<file path="src/rtl/seq_pkg.sv">
// Shared types for the 9-bit-ISA instruction sequencer: FSM state encoding,
// opcode field values and the default-width program-counter type.
package seq_pkg;

  localparam int PC_W_DEF = 10;

  typedef logic [PC_W_DEF-1:0] pc_t;

  typedef enum logic [2:0] {
    IDLE   = 3'd0,
    FETCH  = 3'd1,
    DECODE = 3'd2,
    EXEC   = 3'd3,
    MEM    = 3'd4,
    WB     = 3'd5,
    DONE   = 3'd6
  } state_t;

  // Opcode field is Instr[8:6]
  localparam logic [2:0] OP_AND = 3'b000;
  localparam logic [2:0] OP_OR  = 3'b001;
  localparam logic [2:0] OP_ADD = 3'b010;
  localparam logic [2:0] OP_SUB = 3'b011;
  localparam logic [2:0] OP_SLT = 3'b100;
  localparam logic [2:0] OP_BNE = 3'b101;
  localparam logic [2:0] OP_LDR = 3'b110;
  localparam logic [2:0] OP_STR = 3'b111;

endpackage

</file>
<file path="src/rtl/seq_pc.sv">
// Program counter for the instruction sequencer: loads the run start address
// or a taken-branch target, otherwise steps by one (wrapping mod 2^PC_W).
module seq_pc #(
  parameter int PC_W       = 10,
  parameter int START_ADDR = 0
) (
  input  logic            clk,
  input  logic            rst_n,
  input  logic            ld_start,
  input  logic            ld_br,
  input  logic            inc,
  input  logic [PC_W-1:0] br_target,
  output logic [PC_W-1:0] pc
);

  always_ff @(posedge clk or negedge rst_n) begin
    if (!rst_n)        pc <= PC_W'(START_ADDR);
    else if (ld_start) pc <= PC_W'(START_ADDR);
    else if (ld_br)    pc <= br_target;
    else if (inc)      pc <= pc + PC_W'(1);
  end

endmodule

</file>
<file path="src/rtl/instr_sequencer.sv">
// Multi-cycle FETCH/DECODE/EXEC/MEM/WB sequencer for the 9-bit-ISA core.
// Optional perf counters (CycCnt/InsCnt) are built when SEQ_PERF_CNT_EN is defined.
module instr_sequencer
  import seq_pkg::*;
#(
  parameter int PC_W       = 10,
  parameter int START_ADDR = 0,
  parameter int MEM_TMO    = 255
`ifdef SEQ_PERF_CNT_EN
  ,
  parameter int CNT_W      = 32
`endif
) (
  input  logic            Clk,
  input  logic            Reset_n,
  input  logic            Start,
  input  logic [PC_W-1:0] ProgEnd,
  input  logic [8:0]      Instr,
  input  logic            DecBranch,
  input  logic            DecMemWrite,
  input  logic            DecMemtoReg,
  input  logic            DecRegWrite,
  input  logic            BrTaken,
  input  logic [PC_W-1:0] BrTarget,
  input  logic            MemRdy,
  output logic [PC_W-1:0] PC,
  output logic [8:0]      IR,
  output logic            RegWrEn,
  output logic            MemReq,
  output logic            MemWrEn,
  output logic            Ack,
  output logic            Err
`ifdef SEQ_PERF_CNT_EN
  ,
  output logic [CNT_W-1:0] CycCnt,
  output logic [CNT_W-1:0] InsCnt
`endif
);

  state_t     state, nstate;
  logic [7:0] wcnt;
  logic       mem_tmo;
  logic       ld_start, ld_br, inc;

  seq_pc #(
    .PC_W       (PC_W),
    .START_ADDR (START_ADDR)
  ) u_pc (
    .clk       (Clk),
    .rst_n     (Reset_n),
    .ld_start  (ld_start),
    .ld_br     (ld_br),
    .inc       (inc),
    .br_target (BrTarget),
    .pc        (PC)
  );

  // A ready strobe on the last allowed wait cycle still wins over the abort
  assign mem_tmo = (state == MEM) && !MemRdy && (wcnt == 8'(MEM_TMO - 1));

  always_ff @(posedge Clk or negedge Reset_n) begin
    if (!Reset_n) begin
      state <= IDLE;
      IR    <= '0;
      Err   <= 1'b0;
      wcnt  <= '0;
    end else begin
      state <= nstate;
      if (state == DECODE) IR <= Instr;
      if (state == IDLE && Start) Err <= 1'b0;
      else if (mem_tmo)           Err <= 1'b1;
      if (state == MEM) wcnt <= wcnt + 8'd1;
      else              wcnt <= '0;
    end
  end

  always_comb begin
    nstate   = state;
    RegWrEn  = 1'b0;
    MemReq   = 1'b0;
    MemWrEn  = 1'b0;
    Ack      = 1'b0;
    ld_start = 1'b0;
    ld_br    = 1'b0;
    inc      = 1'b0;
    case (state)
      IDLE: begin
        if (Start) begin
          nstate   = FETCH;
          ld_start = 1'b1;
        end
      end
      FETCH:  nstate = (PC == ProgEnd) ? DONE : DECODE;
      DECODE: nstate = EXEC;
      EXEC:   nstate = (DecMemWrite || DecMemtoReg) ? MEM : WB;
      MEM: begin
        MemReq  = 1'b1;
        MemWrEn = DecMemWrite;
        if (MemRdy)       nstate = WB;
        else if (mem_tmo) nstate = DONE;
      end
      WB: begin
        RegWrEn = DecRegWrite;
        if (DecBranch && BrTaken) ld_br = 1'b1;
        else                      inc   = 1'b1;
        nstate = FETCH;
      end
      DONE: begin
        Ack = 1'b1;
        if (!Start) nstate = IDLE;
      end
      default: nstate = IDLE;
    endcase
  end

`ifdef SEQ_PERF_CNT_EN
  // Counters saturate rather than wrap so a long run never reads as a short one
  always_ff @(posedge Clk or negedge Reset_n) begin
    if (!Reset_n) begin
      CycCnt <= '0;
      InsCnt <= '0;
    end else if (state == IDLE) begin
      if (Start) begin
        CycCnt <= '0;
        InsCnt <= '0;
      end
    end else if (state != DONE) begin
      if (CycCnt != '1)                   CycCnt <= CycCnt + CNT_W'(1);
      if (state == WB && InsCnt != '1)    InsCnt <= InsCnt + CNT_W'(1);
    end
  end
`endif

endmodule

</file>
<file path="config.mk">
export PLATFORM = sky130hd
export DESIGN_NAME = instr_sequencer
export DESIGN_NICKNAME = d
export VERILOG_FILES = /design/src/rtl/seq_pkg.sv /design/src/rtl/seq_pc.sv /design/src/rtl/instr_sequencer.sv
export SDC_FILE = /design/constraint.sdc
export NUM_CORES = 1
export LEC_CHECK = 0
export BUFFER_PORTS_ARGS = -buffer_cell sky130_fd_sc_hd__buf_2
export CAP_MARGIN = 20
export CELL_PAD_IN_SITES_DETAIL_PLACEMENT = 1
export CELL_PAD_IN_SITES_GLOBAL_PLACEMENT = 1
export CORE_AREA = 3 3 76 78
export DETAILED_ROUTE_END_ITERATION = 8
export DIE_AREA = 0 0 79 81
export PLACE_DENSITY = 0.76
export SLEW_MARGIN = 30
export SYNTH_ARGS = -nofsm -noshare
export SYNTH_HDL_FRONTEND = slang
export SYNTH_SLANG_ARGS = --single-unit
export TNS_END_PERCENT = 50
</file>
<file path="constraint.sdc">
create_clock -name Clk -period 1.39 [get_ports Clk]
set_input_delay 0.139 -clock Clk [delete_from_list [all_inputs] [get_ports Clk]]
set_output_delay 0.139 -clock Clk [all_outputs]
set_load 0.01 [all_outputs]
</file>
Word level (Yosys, flattened, before mapping)
Cells that the tools add are included.
{"block": "op_classes", "add_sub_neg": 2, "n_eq_ne": 11, "n_mux": 23, "reduce_logical": 10}
{"op": "2-to-1 mux 10 bit", "n": 3}
{"op": "one-hot mux 3 bit (7 select lines)", "n": 1}
{"op": "2-to-1 mux 3 bit", "n": 5}
{"op": "2-to-1 mux 1 bit", "n": 13}
{"op": "adder 10 x 1 -> 10 bit (second input constant)", "n": 1}
{"op": "equality test 10 bit", "n": 1}
{"op": "equality test 3 bit (second input constant)", "n": 3}
{"op": "adder 8 x 1 -> 8 bit (second input constant)", "n": 1}
{"op": "equality test 8 bit (second input constant)", "n": 1}
{"op": "2-to-1 mux 8 bit", "n": 1}
{"op": "equality test 3 x 2 -> 1 bit (second input constant)", "n": 2}
{"op": "logical AND 1 bit", "n": 4}
{"op": "inequality test 2 bit (second input constant)", "n": 2}
{"op": "equality test 3 x 1 -> 1 bit (second input constant)", "n": 1}
{"op": "zero test 3 bit", "n": 1}
{"op": "inequality test 3 bit (second input constant)", "n": 1}
{"op": "AND reduction 3 bit", "n": 1}
{"op": "nonzero test 3 bit", "n": 1}
{"op": "nonzero test 2 bit", "n": 1}
{"op": "zero test 1 bit", "n": 1}
{"op": "logical OR 1 bit", "n": 1}
{"block": "word_totals", "ff_bits": 31, "in_bits": 38, "out_inout_bits": 24}

Depth between registers and ports, before layout
{"block": "logic_depth", "depth_word": 6, "depth_mapped": 6, "mapped_depth_nobuf": 5}

By module
A second synthesis with hierarchy kept.
{"block": "hier_totals", "hier_cells": 165, "hier_area_um2": 1679.1}
{"module": "instr_sequencer", "instances": 1, "cells_per_inst": 102, "area_per_inst_um2": 1092.3, "seq_area_each_um2": 525.5}
{"module": "seq_pc", "instances": 1, "cells_per_inst": 63, "area_per_inst_um2": 586.8, "seq_area_each_um2": 250.2}

Worst setup path before layout
Ideal clock, no wire load.
{"block": "synth_path", "kind": "register to register", "from": "reg state[0]", "to": "reg u_pc.pc[9]", "setup_time_ns": 0.126, "arrival_time_ns": 1.300, "setup_slack_ns": -0.036, "stages_incl_launch_ff": 5, "path_buffers": 0, "period_less_slack_ns": 1.426, "path_cell_list": "dfrtp_1 > or3b_4 > a21oi_4 > nor2_1 > a221o_1"}
{"block": "synth_between", "elab_chain_len": 4}
{"item": "start: declaration", "line": "instr_sequencer.sv:40", "rtl": "state_t state, nstate;"}
{"item": "start signal: assignment", "line": "instr_sequencer.sv:68", "rtl": "state <= nstate;"}
{"item": "equality test 3 bit", "line": "instr_sequencer.sv:86", "rtl": "case (state)"}
{"item": "2-to-1 mux 1 bit", "line": "instr_sequencer.sv:86"}
{"item": "2-to-1 mux 10 bit", "line": "seq_pc.sv:19", "rtl": "else if (ld_br) pc <= br_target;"}
{"item": "2-to-1 mux 10 bit", "line": "seq_pc.sv:18", "rtl": "else if (ld_start) pc <= PC_W'(START_ADDR);"}
{"item": "end signal: assignment", "line": "seq_pc.sv:18"}
{"item": "end signal: assignment", "line": "seq_pc.sv:19"}
{"item": "end signal: assignment", "line": "seq_pc.sv:20", "rtl": "else if (inc) pc <= pc + PC_W'(1);"}
{"item": "end: declaration", "line": "seq_pc.sv:13", "rtl": "output logic [PC_W-1:0] pc"}
Parallel ways exist; a longest one is shown, timed or not.
A chain may end at the register's enable or synchronous reset.

Worst setup path after layout
{"block": "layout_path", "from": "reg state[0]", "to": "out MemWrEn"}
{"block": "layout_between", "elab_chain_len": 2}
{"item": "equality test 3 bit", "line": "instr_sequencer.sv:86"}
{"item": "2-to-1 mux 1 bit", "line": "instr_sequencer.sv:86"}
{"item": "end: declaration", "line": "instr_sequencer.sv:30", "rtl": "output logic MemWrEn,"}
No other way between the ends.

==> impl_metrics.ini <==
[finish]
postLayoutCellArea_um2 = 2618
utilization_pct = 50.93
seq_area_um2 = 779.5
area_growth_pct = 53.82
nFillCells = 620
drive_above_1_share_pct = 51.85
multiInputGateArea_um2 = 988.4
nNetsFinal = 310
diodes = 0

[timing]
finalCritPeriodShare_pct = 113.1
slew_viol_final = 0
worstMarginPinSlew_ps = 401.2
rsz0062_at_grt = yes
fin_crit_ps = 1573
max_freq_ghz = 0.6359
hold_violations = 0
layout_setup_ws_ps = -182.6
finalSetupViolCount = 26
skew_ps = 2.738
slew_headroom_pct = 73.25

[synthesis]
synth_top_area_cell = dfrtp_1
synth_edf_count = 0
synth_compound_area_share_pct = 14.78
synth_mux_area_share_pct = 6.544
avgSynthCellArea_um2 = 10.07
synth-simple-area-share_pct = 19.56
synth_most_common_cell = dfrtp_1
synth-seq-cells = 31
synthXorXnorAreaFrac_pct = 8.235
synth_top_area_share_pct = 45.59
synthArstFlopShare_pct = 100.0
yosysWarnings = 0
synth_nets = 210
syn-cell-area_um2 = 1702
syn_inst = 169
ys_types = 39
ys_seq_area_share_pct = 45.59
synth_top_family_by_area = simple AND/OR/NAND/NOR gates
synthAdderAreaFrac_pct = 2.206
yosys-top-cells-area = dfrtp_1 (46%), mux2_2 (6.0%), xnor2_1 (5.7%), nor2_1 (4.0%), o21ai_0 (2.6%)
synth_top_cells_by_count = dfrtp_1 (31), nor2_1 (18), xnor2_1 (11)
synthFlopType = dfrtp_1

[grt]
grt_overflow = 0
grt_pass1_vias = 1858
grt_pass1_wl_um = 8721
grt_max_degree = 32
grt_usage_pct = 17.36
antenna_found_initial = 0

[floorplan]
dieHeight_um = 81
initial_core_util_pct = 33.11
die_x_um = 79
coreArea_um2 = 5140
die_area_um2 = 6399
num_rows = 26
num_io_pins = 62

[route]
viasPerCell = 5.218
wl_per_cell_um = 17.76
drcViolationCount = 0
vias = 1774
drt_iter0_drc = 75
ant_nets = 0
dr.pass1.iters = 4
routed_wl_um = 6039

[cts]
cts_sinks = 31
cts_tree = yes
clk_path_buf_depth = 2
cts_buffers = 5
clk_pin_slew_worst_paths_ps = 70
cts_htree_levels = 2
clockRootBuffer = clkbuf_8
clock_latency_ps = 290

[power_and_ir_drop]
p_switching_mw = 1.731
sw_frac_of_total_pct = 37.50
p_seq_share_pct = 32.0
p_per_area_nw_per_um2 = 1763
p_int_mw = 2.884
power_frac_comb_pct = 50.6
peakVddDrop_mv = 0.6958
leakagePower_nw = 1.247
power_frac_clock_pct = 17.4

[min_path]
min_to = IR[1]
worstHoldStart = Instr[1]
worst_hold_path_type = in2reg
hold_depth = 2

[status]
failed_checks = setup timing
status = complete, but fails checks

[critical_path]
path_max_fanout = 3
r2r_cells = 4
reg2reg_from = state[2]
cp_data_required_time_ps = 1250
worstPathArrival_ps = 1430
r2r_slack_ps = -150
worstReg2RegEnd = u_pc.pc[9]
critPathLaunchType = flop
cp-end-kind = output pin
crit_type = reg2out

[place]
placed_area_um2 = 2280
numPortBuffers = 61
gp_congestion = 0.8127
dp_slack_ps = -134.3
hpwl_um = 3913

[flow_run]
cap_violations = 0
placed cells by master (no fill, tap or decap), types with 3 or more instances in the layout:
cell type	count
a21oi_1	6
a22o_1	4
and3_1	6
buf_2	58
buf_4	25
buf_6	11
clkbuf_8	7
dfrtp_1	28
dfrtp_2	3
ha_1	3
inv_1	6
mux2_4	8
nand2_1	9
nand3_1	7
nor2_1	17
nor3_1	3
o21ai_1	3
o21ai_2	4
o2bb2ai_1	4
xnor2_1	10
xor2_1	5
flip-flops by register name, summed over array words and instances, names as in the netlist:
signal,count
state,3
wcnt,8
Err,1
IR,9
u_pc.pc,10
worst max path at each step:
stage                      end  depth (start not counted)     start
floorplan           u_pc.pc[9]                          4  state[0]
global placement    u_pc.pc[9]                          4  state[0]
detailed placement  u_pc.pc[9]                          4  state[0]
CTS                    MemWrEn                          5  state[0]
global route           MemWrEn                          5  state[0]
finish                 MemWrEn                          5  state[0]
cell type report:
cell class,instances,area share (%)
Multi-Input combinational cell,127,37.76
Sequential cell,31,29.78
Timing Repair Buffer,96,24.14
Clock buffer,8,3.824
Tap cell,70,3.346
Inverter,8,1.147
routing by layer:
metal  track usage, %  vias to the layer above  share of wire (%)
met4            4.983                        0                2.0
met5                0                        -                  0
met3            3.659                       15                5.1
met1            20.93                      883                 40
met2            31.23                       61                 53
li1                 -                      815                  -
worst max-delay path, stage by stage (launching register included):
cell and delay (ps):
dfrtp_1 410, buf_6 130, and2b_2 240, buf_6 100, and3_4 170, buf_6 100
kinds of logic after synthesis:
family / after synthesis
and+or+nand+nor: 62
AOI/OAI and AO/OA: 35
DFF: 31
xor gates and xnor gates: 16
buffers and inverters: 12
muxes: 10
adders and majority gates: 3
per-stage QoR:
step	cells	TNS [ps]	hold slack, ps	total power, mW
2_1_floorplan	169	-18.93	-156.6	2.406
3_3_place_gp	322	-560.7	182.1	3.182
3_5_place_dp	322	-989.9	181.3	3.262
4_1_cts	337	-2720	78.89	4.321
5_1_grt	340	-3727	69.90	4.903
6_report	340	-2455	75.42	4.614
power by group through the flow:
stage / Combinational [mW] / Clock [mW] / Sequential, mW
detailed placement: 1.82 / 0 / 1.44
global route: 2.53 / 0.856 / 1.52
floorplan: 0.874 / 0 / 1.53
global placement: 1.76 / 0 / 1.42
finish: 2.34 / 0.803 / 1.47
CTS: 2.08 / 0.803 / 1.44
what timing repair did:
action | 4_1_cts | 5_1_grt
gates cloned | 0 | 1
hold buffers | 1 | 0
hold endpoints to repair | 31 | 0
endpoints found under the setup margin | 20 | 26
pin swaps | 5 | 4
buffers inserted | 6 | 2
gates resized for setup | 24 | 23
Power figures use the tool's default switching activity.
